$ cat config.mk
export PLATFORM = sky130hd
export DESIGN_NAME = bus_arbiter
export DESIGN_NICKNAME = d
export VERILOG_FILES = /design/src/rtl/bus_arbiter_pkg.sv /design/src/rtl/bus_arbiter_rr_pick.sv /design/src/rtl/bus_arbiter.sv
export SDC_FILE = /design/constraint.sdc
export NUM_CORES = 1
export LEC_CHECK = 0
export ABC_CLOCK_PERIOD_IN_PS = 3600
export CORE_UTILIZATION = 36
export DETAILED_ROUTE_END_ITERATION = 12
export GPL_ROUTABILITY_DRIVEN = 1
export PLACE_DENSITY = 0.83
export SETUP_SLACK_MARGIN = 0.5
export SYNTH_ARGS = -nofsm -noshare
export SYNTH_HDL_FRONTEND = slang
export SYNTH_SLANG_ARGS = --single-unit
$ cat constraint.sdc
create_clock -name clk -period 3.6 [get_ports clk]
set_input_delay 0.9 -clock clk [delete_from_list [all_inputs] [get_ports clk]]
set_output_delay 0.9 -clock clk [all_outputs]
set_load 0.005 [all_outputs]
$ cat src/rtl/bus_arbiter_pkg.sv
// rtl/bus_arbiter_pkg.sv - shared bus widths, master indices and round-robin helper
//
// Purpose: constants shared between the bus arbiter and the nes top level.
// Ports:   none (package).

package bus_arbiter_pkg;

    localparam int NES_ADDR_WIDTH = 16;
    localparam int NES_DATA_WIDTH = 8;

    localparam int MASTER_DBG = 0;
    localparam int MASTER_CPU = 1;
    localparam int MASTER_DMA = 2;

    // Next round-robin position after idx; master 0 never takes part in the
    // rotation, so the pointer wraps from num_masters-1 back to 1.
    function automatic int rr_next(input int idx, input int num_masters);
        return (idx + 1 >= num_masters) ? 1 : idx + 1;
    endfunction

endpackage

$ cat src/rtl/bus_arbiter_rr_pick.sv
// rtl/bus_arbiter_rr_pick.sv - combinational find-first-set with rotating base
//
// Purpose: returns the first set bit of req at or above base, wrapping at WIDTH.
// Ports:
//   req   in  WIDTH  candidate request vector
//   base  in  IDX_W  starting search position
//   found out 1      any bit of req set
//   idx   out IDX_W  position of the first set bit (0 when found=0)

module rr_pick
    import bus_arbiter_pkg::*;
#(
    parameter int WIDTH = 3,
    parameter int IDX_W = $clog2(WIDTH)
) (
    input  logic [WIDTH-1:0] req,
    input  logic [IDX_W-1:0] base,
    output logic             found,
    output logic [IDX_W-1:0] idx
);

    int pos;

    always_comb begin
        found = 1'b0;
        idx   = '0;
        pos   = 0;
        for (int i = 0; i < WIDTH; i++) begin
            pos = (int'(base) + i) % WIDTH;
            if (!found && req[pos]) begin
                found = 1'b1;
                idx   = IDX_W'(pos);
            end
        end
    end

endmodule

$ cat src/rtl/bus_arbiter.sv
// rtl/bus_arbiter.sv - N-master request/grant arbiter for the CPU memory-controller bus
//
// Purpose: master 0 (debugger) has absolute priority; masters 1..N-1 share
// the bus round-robin with a bounded hold time. Read data valid strobes are
// tagged with the issuing master so they survive a grant change.
// Ports:
//   clk       in   1                      system clock
//   rst       in   1                      asynchronous active-low reset
//   m_req     in   NUM_MASTERS            per-master level request
//   m_a       in   NUM_MASTERS*ADDR_WIDTH per-master address
//   m_r_nw    in   NUM_MASTERS            per-master read/!write
//   m_dout    in   NUM_MASTERS*DATA_WIDTH per-master write data
//   m_gnt     out  NUM_MASTERS            one-hot registered grant
//   m_rvalid  out  NUM_MASTERS            per-master read data valid
//   m_din     out  DATA_WIDTH             read data broadcast
//   s_a       out  ADDR_WIDTH             slave address
//   s_r_nw    out  1                      slave read/!write (1 when idle)
//   s_din     out  DATA_WIDTH             slave write data
//   s_dout    in   DATA_WIDTH             slave read data
//   owner     out  clog2(NUM_MASTERS)     binary index of grantee
//   busy      out  1                      grant active

module bus_arbiter
    import bus_arbiter_pkg::*;
#(
    parameter int NUM_MASTERS = 3,
    parameter int ADDR_WIDTH  = NES_ADDR_WIDTH,
    parameter int DATA_WIDTH  = NES_DATA_WIDTH,
    parameter int MAX_HOLD    = 16,
    parameter int RD_LATENCY  = 1
) (
    input  logic                              clk,
    input  logic                              rst,
    input  logic [NUM_MASTERS-1:0]            m_req,
    input  logic [NUM_MASTERS*ADDR_WIDTH-1:0] m_a,
    input  logic [NUM_MASTERS-1:0]            m_r_nw,
    input  logic [NUM_MASTERS*DATA_WIDTH-1:0] m_dout,
    output logic [NUM_MASTERS-1:0]            m_gnt,
    output logic [NUM_MASTERS-1:0]            m_rvalid,
    output logic [DATA_WIDTH-1:0]             m_din,
    output logic [ADDR_WIDTH-1:0]             s_a,
    output logic                              s_r_nw,
    output logic [DATA_WIDTH-1:0]             s_din,
    input  logic [DATA_WIDTH-1:0]             s_dout,
    output logic [$clog2(NUM_MASTERS)-1:0]    owner,
    output logic                              busy
);

    localparam int OW = $clog2(NUM_MASTERS);
    localparam int HW = $clog2(MAX_HOLD) + 1;

    localparam logic [0:0] ST_IDLE  = 1'b0;
    localparam logic [0:0] ST_OWNED = 1'b1;

    localparam logic [HW-1:0] HOLD_LAST = HW'(MAX_HOLD - 1);
    localparam logic [OW-1:0] IDX_DBG   = OW'(MASTER_DBG);
    localparam logic [OW-1:0] IDX_RR0   = OW'(MASTER_CPU);

    logic [0:0]             state_q, state_d;
    logic [NUM_MASTERS-1:0] gnt_q, gnt_d;
    logic [OW-1:0]          owner_q, owner_d;
    logic [OW-1:0]          rr_ptr_q, rr_ptr_d;
    logic [HW-1:0]          hold_q, hold_d;

    logic [RD_LATENCY-1:0][NUM_MASTERS-1:0] rv_q, rv_d;

    logic                   rr_owned;
    logic [OW-1:0]          next_owner;
    logic [NUM_MASTERS-1:0] pick_req;
    logic [OW-1:0]          pick_base;
    logic                   pick_found;
    logic [OW-1:0]          pick_idx;
    logic                   grant_change;
    logic [OW-1:0]          new_idx;

    // A round-robin master (index >= 1) currently holds the bus.
    assign rr_owned   = (state_q == ST_OWNED) && (owner_q != IDX_DBG);
    assign next_owner = OW'(rr_next(int'(owner_q), NUM_MASTERS));

    // The picker only ever sees round-robin candidates. While a round-robin
    // master owns the bus it is masked out and the search starts just past
    // it: on release its request is already low, and on a hold expiry this
    // hands the bus to the next waiting master.
    always_comb begin
        pick_req    = m_req;
        pick_req[0] = 1'b0;
        pick_base   = rr_ptr_q;
        if (rr_owned) begin
            pick_req  = pick_req & ~gnt_q;
            pick_base = next_owner;
        end
    end

    rr_pick #(
        .WIDTH (NUM_MASTERS),
        .IDX_W (OW)
    ) u_rr_pick (
        .req   (pick_req),
        .base  (pick_base),
        .found (pick_found),
        .idx   (pick_idx)
    );

    always_comb begin
        state_d      = state_q;
        gnt_d        = gnt_q;
        owner_d      = owner_q;
        rr_ptr_d     = rr_ptr_q;
        hold_d       = hold_q;
        grant_change = 1'b0;
        new_idx      = '0;

        case (state_q)
            ST_IDLE: begin
                if (m_req[0]) begin
                    grant_change = 1'b1;
                    new_idx      = IDX_DBG;
                end else if (pick_found) begin
                    grant_change = 1'b1;
                    new_idx      = pick_idx;
                end
            end
            ST_OWNED: begin
                if (!m_req[owner_q]) begin
                    // Release, with rearbitration on the same edge.
                    if (owner_q != IDX_DBG) begin
                        rr_ptr_d = next_owner;
                    end
                    if (m_req[0]) begin
                        grant_change = 1'b1;
                        new_idx      = IDX_DBG;
                    end else if (pick_found) begin
                        grant_change = 1'b1;
                        new_idx      = pick_idx;
                    end else begin
                        state_d = ST_IDLE;
                        gnt_d   = '0;
                        owner_d = '0;
                        hold_d  = '0;
                    end
                end else if (rr_owned && m_req[0]) begin
                    // Debugger preemption; the preempted master keeps
                    // requesting and is re-granted later.
                    grant_change = 1'b1;
                    new_idx      = IDX_DBG;
                end else if (rr_owned && (hold_q == HOLD_LAST) && pick_found) begin
                    grant_change = 1'b1;
                    new_idx      = pick_idx;
                    rr_ptr_d     = next_owner;
                end else if (rr_owned && (hold_q != HOLD_LAST)) begin
                    // Saturates so a lone requester keeps the bus forever.
                    hold_d = hold_q + 1'b1;
                end
            end
            default: begin
                state_d = ST_IDLE;
                gnt_d   = '0;
                owner_d = '0;
                hold_d  = '0;
            end
        endcase

        if (grant_change) begin
            state_d        = ST_OWNED;
            gnt_d          = '0;
            gnt_d[new_idx] = 1'b1;
            owner_d        = new_idx;
            hold_d         = '0;
        end
    end

    // Slave side follows the owner combinationally; idle is always a read
    // of address 0 so the bus never idles as a write.
    always_comb begin
        s_a    = '0;
        s_r_nw = 1'b1;
        s_din  = '0;
        if (state_q == ST_OWNED) begin
            s_a    = m_a[owner_q*ADDR_WIDTH +: ADDR_WIDTH];
            s_r_nw = m_r_nw[owner_q];
            s_din  = m_dout[owner_q*DATA_WIDTH +: DATA_WIDTH];
        end
    end

    // Each issued read carries the one-hot grant of its issuer down the
    // pipeline, so the strobe reaches the right master after a handoff.
    always_comb begin
        rv_d    = '0;
        rv_d[0] = ((state_q == ST_OWNED) && s_r_nw) ? gnt_q : '0;
        for (int i = 1; i < RD_LATENCY; i++) begin
            rv_d[i] = rv_q[i-1];
        end
    end

    always_ff @(posedge clk or negedge rst) begin
        if (!rst) begin
            state_q  <= ST_IDLE;
            gnt_q    <= '0;
            owner_q  <= '0;
            rr_ptr_q <= IDX_RR0;
            hold_q   <= '0;
            rv_q     <= '0;
        end else begin
            state_q  <= state_d;
            gnt_q    <= gnt_d;
            owner_q  <= owner_d;
            rr_ptr_q <= rr_ptr_d;
            hold_q   <= hold_d;
            rv_q     <= rv_d;
        end
    end

    assign m_gnt    = gnt_q;
    assign owner    = owner_q;
    assign busy     = |gnt_q;
    assign m_rvalid = rv_q[RD_LATENCY-1];
    assign m_din    = s_dout;

endmodule

==> impl_metrics.env <==
export IMPL_path_clk_slew_ns=0.06
export IMPL_cp_required_ns=2.70
export IMPL_fin_crit_ns=3.09
export IMPL_yosys_warnings=0
export IMPL_die_area_sq_um=5410
export IMPL_synthesis_area_sq_um=1840
export IMPL_ys_flop_type="dfrtp_1"
export IMPL_path_buf_inv=2
export IMPL_hpwl_mm=4.51
export IMPL_setup_violations=0
export IMPL_fp_dieH_um=73.5
export IMPL_cts_sinks=16
export IMPL_grt_max_degree=27
export IMPL_path_cells="clkdlybuf4s50_1, mux2i_1, o21ai_1, and2_1, clkdlybuf4s50_1"
export IMPL_fin_setup_tns_ns=0
export IMPL_layout_commonest_cell="clkdlybuf4s50_1"
export IMPL_hold_viol_final=0
export IMPL_slew_headroom=0.534
export IMPL_drtIter0Drc=104
export IMPL_drt_vias_per_instance=5.07
export IMPL_numCtsBuffers=3
export IMPL_clk_latency_ns=0.24
export IMPL_syn2layout_area_growth_pct=64.3
export IMPL_fp_row_count=25
export IMPL_rsz0062_at_grt="yes"
export IMPL_post_drt_wl_per_cell_um=13.9
export IMPL_drive_gt1_frac=0.0708
export IMPL_p_leak_uw=0.00129
export IMPL_yosysTopAreaCell="dfrtp_1"
export IMPL_netlist_area_leader_share=0.204
export IMPL_outcome="finished, final reports clean"
export IMPL_synth_async_reset_ratio=1.00
export IMPL_hp_class="reg2reg"
export IMPL_antenna_found_initial=0
export IMPL_synth_edf_count=0
export IMPL_grt_overflow=0
export IMPL_grt_usage=0.218
export IMPL_die_width_um=73.5
export IMPL_syn_area_per_cell_sq_um=7.71
export IMPL_synth_area_leaders="dfrtp_1 (20%), mux2i_1 (14%), and2_1 (8.5%), o21ai_0 (7.9%), nand2_1 (7.7%)"
export IMPL_firstDrtPassIters=4
export IMPL_cts_htree_levels=1
export IMPL_grt_pass1_vias=2074
export IMPL_cts_root_buf="clkbuf_8"
export IMPL_grt_pass1_wl_mm=9.24
export IMPL_total_power_uw=2340
export IMPL_routed_wl_mm=5.66
export IMPL_cts_tree="yes"
export IMPL_crit_path_frequent_cell="clkdlybuf4s50_1"
export IMPL_place_area_sq_um=2970
export IMPL_cp_slowest_cell="clkdlybuf4s50_1"
export IMPL_nets=432
export IMPL_via_count=2059
export IMPL_ant_nets=0
export IMPL_yosysSeqAreaShare=0.218
export IMPL_drv_slew=0
export IMPL_final_cell_mix="clkdlybuf4s50_1 (89), nand2_1 (38), mux2i_1 (26), and2_1 (25), o21ai_0 (20)"
export IMPL_fin_crit_sh=0.859
export IMPL_crit_type="in2out"
export IMPL_fin_area_sq_um=3030
export IMPL_ys_ff_latch=16
export IMPL_critPathMaxFanout=1
export IMPL_gp_congestion=0.816
export IMPL_cts_hold_buf=0
export IMPL_cts_max_path_buffers=2
export IMPL_worst_pin_slew_ns=0.696
export IMPL_io_pin_count=130
export IMPL_portBuffers=113
export IMPL_vdd_drop_max_uv=346
export IMPL_synth_distinct_cells=46
export IMPL_max_cap_viol_count=0
export IMPL_path_delay_family="buffers and inverters"
export IMPL_timing_fmax_mhz=323
export IMPL_worstSetupStartpointType="input port"
export IMPL_fin_skew_ns=0.00217
export IMPL_diodes=0
export IMPL_start_util=0.382
export IMPL_cp_arrival_ns=2.19
export IMPL_drc=0
export IMPL_synthCells=239
export IMPL_syn_nets=331
export IMPL_critPathCaptureType="output port"
export IMPL_cellPowerDensity_nw_per_um2=773
export IMPL_fp_coreArea_sq_um=4820
export IMPL_max_stage_delay_ns=0.50
## cell type report
cell class	instances	area [sq um]
Inverter	7	26.3
Sequential cell	16	405
Timing Repair Buffer	119	1180
Clock buffer	4	45.0
Tap cell	67	83.8
Multi-Input combinational cell	193	1290
Fill cell	428	1790
## through the flow
stage / hold WS (ns) / std cells / setup WS (ns) / utilization
floorplan: 0.471 / 239 / 1.08 / -
global placement: 0.496 / 401 / 0.440 / 0.616
detailed placement: 0.510 / 401 / 0.432 / 0.616
CTS: 0.516 / 406 / 0.470 / 0.624
global route: 0.536 / 406 / 0.443 / 0.628
finish: 0.515 / 406 / 0.508 / 0.628
## cell families (layout without fill, tap and decap cells)
kind of cell | count (synthesis) | after routing | share of synthesized area
AO/OA/AOI/OAI | 63 | 63 | 0.247
XOR/XNOR | 1 | 1 | 0.00476
adder cells (fa/ha/maj) | 4 | 4 | 0.0272
buffers and inverters | 30 | 130 | 0.0849
flip-flops | 16 | 16 | 0.218
multiplexers | 27 | 27 | 0.149
AND/OR/NAND/NOR | 98 | 98 | 0.269
## sequential cells by signal (all words and copies together) (netlist names)
signal    flops
hold_q        5
m_gnt         3
m_rvalid      3
owner         2
rr_ptr_q      2
state_q       1
## synth_stat cells, drive strengths merged (2+ instances only)
library cell / instances
mux2i: 26
nand3: 4
inv: 7
clkbuf: 9
a31oi: 2
ha: 4
buf: 14
nor2b: 5
dfrtp: 15
nor3: 2
nand2b: 3
nand2: 38
nand3b: 3
o21ai: 34
a21oi: 9
and2: 26
nor2: 11
a21o: 6
and3: 2
o41ai: 2
## per-layer routing
layer,global-route usage,wire length [um],up-vias
met5,0,0,-
met4,0.0427,71,0
met3,0.0412,397,6
met2,0.401,2960,84
met1,0.264,2230,944
li1,-,-,1025
## report_power, final
part	switching (uW)	internal (uW)
combinational	889	959
clock	56.5	78.3
sequential	114	244
## final timing paths
path | endpoint | depth (start not counted) | startpoint | slack (ns)
max | s_a[8] | 5 | m_a[40] | 0.51
min | hold_q[0]$_DFFE_PN0P_ | 1 | hold_q[0]$_DFFE_PN0P_ | 0.52
max reg2reg | hold_q[4]$_DFFE_PN0P_ | 8 | state_q$_DFF_PN0_ | 0.79
min reg2reg | hold_q[0]$_DFFE_PN0P_ | 1 | hold_q[0]$_DFFE_PN0P_ | 0.52
max in group asynchronous | owner[1]$_DFFE_PN0P_ | 1 | rst | 2.01
min in group asynchronous | hold_q[0]$_DFFE_PN0P_ | 1 | rst | 1.08
## what timing repair did
item | in CTS | in global routing
pin swaps | 1 | 0
endpoints found under the setup margin | 24 | 10
setup buffers | 1 | 0
resized for setup | 20 | 14
Power figures use the tool's default switching activity.
